$ cat src/rtl/alu_accumulator_ctrl_pkg.sv
// Shared opcode constants and sequencing states for the accumulator controller.
package alu_pkg;

  localparam logic [3:0] OP_LOAD = 4'd0;
  localparam logic [3:0] OP_ADD  = 4'd1;
  localparam logic [3:0] OP_ADDC = 4'd2;
  localparam logic [3:0] OP_SUB  = 4'd3;
  localparam logic [3:0] OP_INC  = 4'd4;
  localparam logic [3:0] OP_DEC  = 4'd5;
  localparam logic [3:0] OP_AND  = 4'd6;
  localparam logic [3:0] OP_NOT  = 4'd7;
  localparam logic [3:0] OP_ROL  = 4'd8;
  localparam logic [3:0] OP_ROR  = 4'd9;

  typedef enum logic [1:0] {
    IDLE = 2'd0,
    EXEC = 2'd1,
    HOLD = 2'd2
  } state_t;

endpackage

$ cat src/rtl/alu_accumulator_ctrl_alu.sv
// Combinational ALU: arithmetic reports wrap through carry_out (add) or borrow (subtract).
module alu #(
  parameter int unsigned BUS_WIDTH = 8
) (
  input  logic [BUS_WIDTH-1:0] a,
  input  logic [BUS_WIDTH-1:0] b,
  input  logic                 carry_in,
  input  logic [3:0]           opcode,
  output logic [BUS_WIDTH-1:0] y,
  output logic                 carry_out,
  output logic                 borrow,
  output logic                 zero,
  output logic                 parity
);

  localparam logic [3:0] ALU_ADD  = 4'd1;
  localparam logic [3:0] ALU_ADDC = 4'd2;
  localparam logic [3:0] ALU_SUB  = 4'd3;
  localparam logic [3:0] ALU_INC  = 4'd4;
  localparam logic [3:0] ALU_DEC  = 4'd5;
  localparam logic [3:0] ALU_AND  = 4'd6;
  localparam logic [3:0] ALU_NOT  = 4'd7;
  localparam logic [3:0] ALU_ROL  = 4'd8;
  localparam logic [3:0] ALU_ROR  = 4'd9;

  localparam logic [BUS_WIDTH:0] ONE = {{BUS_WIDTH{1'b0}}, 1'b1};

  logic [BUS_WIDTH:0] ext_a;
  logic [BUS_WIDTH:0] ext_b;
  logic [BUS_WIDTH:0] sum;

  assign ext_a = {1'b0, a};
  assign ext_b = {1'b0, b};

  always_comb begin
    sum       = '0;
    y         = '0;
    carry_out = 1'b0;
    borrow    = 1'b0;
    case (opcode)
      ALU_ADD: begin
        sum       = ext_a + ext_b;
        y         = sum[BUS_WIDTH-1:0];
        carry_out = sum[BUS_WIDTH];
      end
      ALU_ADDC: begin
        sum       = ext_a + ext_b + {{BUS_WIDTH{1'b0}}, carry_in};
        y         = sum[BUS_WIDTH-1:0];
        carry_out = sum[BUS_WIDTH];
      end
      ALU_SUB: begin
        sum    = ext_a - ext_b;
        y      = sum[BUS_WIDTH-1:0];
        borrow = sum[BUS_WIDTH];
      end
      ALU_INC: begin
        sum       = ext_a + ONE;
        y         = sum[BUS_WIDTH-1:0];
        carry_out = sum[BUS_WIDTH];
      end
      ALU_DEC: begin
        sum    = ext_a - ONE;
        y      = sum[BUS_WIDTH-1:0];
        borrow = sum[BUS_WIDTH];
      end
      ALU_AND: y = a & b;
      ALU_NOT: y = ~a;
      ALU_ROL: y = {a[BUS_WIDTH-2:0], a[BUS_WIDTH-1]};
      ALU_ROR: y = {a[0], a[BUS_WIDTH-1:1]};
      default: y = '0;
    endcase
  end

  assign zero   = ~|y;
  assign parity = ^y;

endmodule

$ cat src/rtl/alu_accumulator_ctrl.sv
// Accumulator sequencer: command in, ALU evaluates for one cycle, result held until taken.
module alu_accumulator_ctrl
  import alu_pkg::*;
#(
  parameter int unsigned BUS_WIDTH = 8
) (
  input  logic                 clk,
  input  logic                 rst,
  input  logic                 cmd_valid,
  output logic                 cmd_ready,
  input  logic [3:0]           cmd_opcode,
  input  logic [BUS_WIDTH-1:0] cmd_operand,
  output logic                 res_valid,
  input  logic                 res_ready,
  output logic [BUS_WIDTH-1:0] res_data,
  output logic                 res_carry,
  output logic                 res_zero,
  output logic                 res_parity,
  output logic                 res_err,
  output logic [BUS_WIDTH-1:0] acc_out,
  output logic                 err_sticky
);

  state_t state_q, state_d;

  logic [3:0]           op_q;
  logic [BUS_WIDTH-1:0] operand_q;
  logic [BUS_WIDTH-1:0] acc_q;
  logic                 carry_q;
  logic                 err_sticky_q;
  logic [BUS_WIDTH-1:0] res_data_q;
  logic                 res_carry_q, res_zero_q, res_parity_q, res_err_q;

  logic [BUS_WIDTH-1:0] alu_y;
  logic                 alu_carry, alu_borrow, alu_zero, alu_parity;

  logic [BUS_WIDTH-1:0] wb_acc;
  logic                 wb_carry, wb_zero, wb_parity, wb_err;

  alu #(.BUS_WIDTH(BUS_WIDTH)) u_alu (
    .a         (acc_q),
    .b         (operand_q),
    .carry_in  (carry_q),
    .opcode    (op_q),
    .y         (alu_y),
    .carry_out (alu_carry),
    .borrow    (alu_borrow),
    .zero      (alu_zero),
    .parity    (alu_parity)
  );

  always_ff @(posedge clk) begin
    if (rst) state_q <= IDLE;
    else     state_q <= state_d;
  end

  always_comb begin
    state_d = state_q;
    case (state_q)
      IDLE:    if (cmd_valid) state_d = EXEC;
      EXEC:    state_d = HOLD;
      HOLD:    if (res_ready) state_d = IDLE;
      default: state_d = IDLE;
    endcase
  end

  always_comb begin
    cmd_ready = (state_q == IDLE);
    res_valid = (state_q == HOLD);
  end

  // Invalid opcodes fall through with acc/carry untouched, flags taken from the old acc.
  always_comb begin
    wb_acc    = acc_q;
    wb_carry  = carry_q;
    wb_zero   = ~|acc_q;
    wb_parity = ^acc_q;
    wb_err    = 1'b0;
    if (op_q == OP_LOAD) begin
      wb_acc    = operand_q;
      wb_zero   = ~|operand_q;
      wb_parity = ^operand_q;
    end else if (op_q <= OP_ROR) begin
      wb_acc    = alu_y;
      wb_zero   = alu_zero;
      wb_parity = alu_parity;
      if (op_q <= OP_DEC) wb_carry = alu_carry | alu_borrow;
    end else begin
      wb_err = 1'b1;
    end
  end

  always_ff @(posedge clk) begin
    if (rst) begin
      op_q         <= OP_LOAD;
      operand_q    <= '0;
      acc_q        <= '0;
      carry_q      <= 1'b0;
      err_sticky_q <= 1'b0;
      res_data_q   <= '0;
      res_carry_q  <= 1'b0;
      res_zero_q   <= 1'b0;
      res_parity_q <= 1'b0;
      res_err_q    <= 1'b0;
    end else begin
      if (state_q == IDLE && cmd_valid) begin
        op_q      <= cmd_opcode;
        operand_q <= cmd_operand;
      end
      if (state_q == EXEC) begin
        acc_q        <= wb_acc;
        carry_q      <= wb_carry;
        err_sticky_q <= err_sticky_q | wb_err;
        res_data_q   <= wb_acc;
        res_carry_q  <= wb_carry;
        res_zero_q   <= wb_zero;
        res_parity_q <= wb_parity;
        res_err_q    <= wb_err;
      end
    end
  end

  assign res_data   = res_data_q;
  assign res_carry  = res_carry_q;
  assign res_zero   = res_zero_q;
  assign res_parity = res_parity_q;
  assign res_err    = res_err_q;
  assign acc_out    = acc_q;
  assign err_sticky = err_sticky_q;

endmodule

$ cat config.mk
export PLATFORM = sky130hd
export DESIGN_NAME = alu_accumulator_ctrl
export DESIGN_NICKNAME = d
export VERILOG_FILES = /design/src/rtl/alu_accumulator_ctrl_pkg.sv /design/src/rtl/alu_accumulator_ctrl_alu.sv /design/src/rtl/alu_accumulator_ctrl.sv
export SDC_FILE = /design/constraint.sdc
export NUM_CORES = 1
export LEC_CHECK = 0
export ABC_AREA = 1
export ABC_CLOCK_PERIOD_IN_PS = 3250
export BUFFER_PORTS_ARGS = -buffer_cell sky130_fd_sc_hd__buf_4
export CORE_ASPECT_RATIO = 0.8
export CORE_UTILIZATION = 55
export DETAILED_ROUTE_END_ITERATION = 16
export PLACE_DENSITY = 0.76
export SYNTH_ARGS = -nofsm -noshare
export SYNTH_HDL_FRONTEND = slang
export SYNTH_SLANG_ARGS = --single-unit
export TNS_END_PERCENT = 10
$ cat constraint.sdc
create_clock -name clk -period 3.25 [get_ports clk]
set_clock_uncertainty 0.2 [all_clocks]
set_input_delay 0.4875 -clock clk [delete_from_list [all_inputs] [get_ports clk]]
set_output_delay 0.4875 -clock clk [all_outputs]
set_load 0.01 [all_outputs]
* Word level (Yosys, flattened, before mapping)
Cells that the tools add are included.
** Word-level totals
- Word-level logic and storage cells :: 67
- Bits in registers :: 27
** Operators by class
- $add $sub $neg :: 5
- Equal/unequal tests :: 13
- Bitwise gates (word level) :: 5
- Reductions and logical operators :: 16
- Multiplexer cells :: 17
- $lt $le $gt $ge :: 2
** Operators with widths (number)
- $pmux 8 s9 :: 1
- $reduce_or 8->1 :: 3
- $reduce_xor 8->1 :: 3
- $eq 4x3->1 const B :: 4
- $mux 8 :: 2
- $add 8x1->9 const B :: 1
- $add 8x8->9 :: 1
- $add 9x1->9 :: 1
- $mux 1 :: 9
- $sub 8x1->9 const B :: 1
- $sub 8x8->9 :: 1
- $and 8x8->8 :: 1
- $eq 4x2->1 const B :: 2
- $eq 4x4->1 const B :: 2
- $not 8->8 :: 1
- $pmux 2 s3 :: 1
- $eq 4x1->1 const B :: 1
- $le 4x3->1 const B :: 1
- $le 4x4->1 const B :: 1
- $logic_not 4->1 :: 1
- $mux 2 :: 2
- $reduce_and 2->1 :: 2
- $reduce_and 4->1 :: 1
- $logic_not 1->1 :: 3
- 11 further kinds :: 12

* Longest topological paths before layout
- Word-level depth :: 7
- Gate-level depth with buffers :: 20
- Depth with buffers taken out :: 19

* Modules after synthesis
Synthesis repeated with hierarchy kept, for this count alone.
** Second synthesis, totals
- Cell total of the unflattened synthesis :: 548
- Area total of the unflattened synthesis :: 3314.4 um^2
** By module, submodules not included
- alu :: cells an instance 345, instances 1, area an instance 1870.5 um^2, sequential area each 0.0 um^2
- alu_accumulator_ctrl :: cells an instance 203, instances 1, area an instance 1443.9 um^2, sequential area each 540.5 um^2

* Worst setup path before layout
OpenSTA, ideal clock, no wires.
- Path type :: reg2reg
- From :: reg res_data[0] (netlist name)
- To :: reg res_parity_q, in the netlist res_parity
- Setup slack :: 0.231 ns
- Path buffers :: 0
- Setup time :: 0.074 ns
- Data required time :: 2.976 ns
- Cell stages (with the launch flop) :: 18
- Arrival :: 2.745 ns
- Path through :: dfxtp_1 > ha_1 > fa_1 > ha_1 > inv_1 > nor2_1 > nand3_2 > nor2_4 > nand2_1 > nand3_1 > nand3_1 > nand2_1 > inv_1 > ha_1 > xor2_1 > xnor2_1 > nand2_1 > a31oi_1
** RTL lines
- end signal, assigned :: RTL line alu_accumulator_ctrl.sv:117 : res_parity_q <= wb_parity;
- end, declared :: RTL line alu_accumulator_ctrl.sv:32 : logic res_carry_q, res_zero_q, res_parity_q, res_err_q;

==> metrics <==
worst min path class primary input to flip-flop; synth unique cells 40; sequential area share after synthesis between 10% and 20%; Max VDD drop 234 uV; Post-synth EDFFs 0; HPWL Detailed around 8 mm; leading post-synthesis cells by cell area dfxtp_1 17%, ha_1 14%, nand2_1 14%; DIE AREA between 6000 and 7000 um^2; pre-CTS setup slack around 0.049 ns; Async SR Flop Fraction 0%; number of DRC markers in iteration 0 335; ant diodes 0; Synth top area share 17.2%; reg2reg end res_parity; placed cell areas about 3500 um^2; fin. max-slew vios 0; # port buffers 38; Final WS setup roughly 0.14 ns; Final Cell Area 3690 um^2; Yosys warnings 0; # Max-Cap Violations 0; synthesis-to-layout area growth 17.3%; Pre-antenna DRT Iters 5; Final Hold Slack 0.242 ns; worst hold stages 4; Worst slew margin 58.0%; Worst-path clk slew between 0.1 and 0.15 ns; cell count after synthesis around 500; syn_area_per_cell approximately 6.2 um^2; vias roughly 3500; total congestion overflow 0; clock sink count 27; Synth top cells by count 115 x nand2_1, 58 x inv_1, 49 x nor2_1; cell with the most instances after synthesis nand2_1; CTS tree done; critical path class flip-flop to flip-flop; Tightest Pin Transition 0.628 ns; hold endpoint state_q[1]; Final Non-Filler Cells around 620; post-route antenna net violation count 0; Min-Delay Startpoint res_ready; antenna violations before repair 0; first-pass GRT wire length 15.8 mm; Placed Cells ~620; Max FO, Critical Path 5; beginning of the worst register-to-register path res_data[0]; CTS Buffer Depth 2; die width approximately 87 um; Worst Path Required around 3.3 ns; Setup crit start kind flip-flop; status finished clean; CTS root buf clkbuf_8; row count 24; pin count of the biggest net entering global routing 26; vias in the first global route 3116; RD Place Congestion approximately 1.1; area of the multi-input gates between 2000 and 2500 um^2; register area ~550 um^2; Setup Viol. Count Final 0; Final nets 598; final hold vios 0; core area approximately 5500 um^2; cell area power density ~360 nW/um^2; Main synth FF type dfxtp_1; FF-to-FF path depth 17; Initial Util between 50 and 60%; DRC 0; final critical-path share of the clock period 95.6%; Die Height roughly 70 um; syn_nets roughly 560; layout cells sized above 1 20.8%; maximum clock rate between 0.3 and 0.4 GHz; I/O Pins 39; post-route setup TNS 0 ns; Leakage around 1.9 nW; Worst Path Arrival 3.14 ns; area leader, netlist dfxtp_1; Tmin final 3.11 ns; GRT Total Usage between 30% and 40%; post-synthesis cell area about 3100 um^2; # hold bufs at CTS 0; filler instances 537; worst-skew pair later-pin latency approximately 0.30 ns; drt wl/cell approximately 16 um; Total Wirelength 9.92 mm; R2R setup slack around 0.14 ns; CP Capture Type flip-flop; vias per cell 5.60; #FFs+latches synth 27; H-Tree Depth 1; Num CTS Buffers 3
-- how the worst max path moves through the flow --
stage                             to  slack (ns)        start  cells past startpoint
after floorplan           res_parity        0.23  res_data[0]                     17
after global placement    res_parity        0.15  res_data[0]                     17
after global routing      res_parity       -0.03  res_data[0]                     17
after detailed placement  res_parity        0.05  res_data[0]                     17
final                     res_parity        0.14  res_data[0]                     17
after CTS                 res_parity        0.02  res_data[0]                     15
-- cell usage in the layout (no fill, tap or decap), types with 10 or more instances in the layout --
| cell | instances |
|---|---|
| nand2_2 | 10 |
| nand4_1 | 10 |
| o21ai_0 | 24 |
| ha_1 | 28 |
| nand2_1 | 113 |
| nand3_1 | 35 |
| inv_2 | 13 |
| nor2_1 | 48 |
| dfxtp_1 | 23 |
| buf_4 | 52 |
| a21oi_1 | 46 |
| inv_1 | 57 |
-- power by group --
group          switching, mW  internal [mW]  leakage [nW]
clock network          0.136         0.0908        0.0261
registers             0.0308          0.359         0.224
logic                  0.440          0.286          1.64
total                  0.607          0.736          1.89
-- cell type report --
class,count,area share [%]
Sequential cell,27,14.8
Tap cell,78,2.64
Clock inverter,1,0.237
Timing Repair Buffer,52,10.6
Inverter,72,7.39
Multi-Input combinational cell,389,63.2
Clock buffer,3,1.12
-- per-layer routing --
metal	GRT usage, %	up-vias	part of all wire (%)
met5	0	-	0
met4	9.26	0	2.7
met3	6.90	32	9.1
met2	50.7	172	43
met1	49.1	1545	45
li1	-	1732	-
-- critical path, cell delays in order, from the launching register on --
cell and delay, ns:
dfxtp_4 0.39, ha_4 0.18, fa_2 0.55, ha_1 0.15
inv_1 0.06, nor2_1 0.11, nand3_2 0.11, nor2_4 0.18
nand2_2 0.07, nand3_2 0.06, nand3_1 0.08, nand2_1 0.08
inv_1 0.06, ha_4 0.25, xor2_2 0.18, xnor2_1 0.16
nand2_1 0.07, a31oi_1 0.13
-- stage by stage --
stage                     total power [mW]  util (%)
after global placement                1.04      63.7
after CTS                             1.28      64.6
after detailed placement              1.05      63.7
after global routing                  1.44      67.2
final                                 1.34      67.2
after floorplan                      0.866         -
-- logic make-up after synthesis --
group                      after synthesis  synth area share [%]
and+or+nand+nor                        244                  34.9
xor gates and xnor gates                11                  3.06
adders and majority gates               37                  15.2
DFF                                     27                  17.2
buffers and inverters                   90                  12.5
AOI/OAI and AO/OA                       97                  17.2
-- sequential cells by signal (all words and copies together), names as in the netlist --
register / count
state_q: 2
res_carry: 1
res_data: 8
res_zero: 1
operand_q: 8
err_sticky: 1
res_err: 1
op_q: 4
res_parity: 1
-- what timing repair did --
item / CTS / global route
setup endpoints to repair: 0 / 1
resized for setup: 0 / 28
setup buffers: 0 / 2
Power figures use the tool's default switching activity.
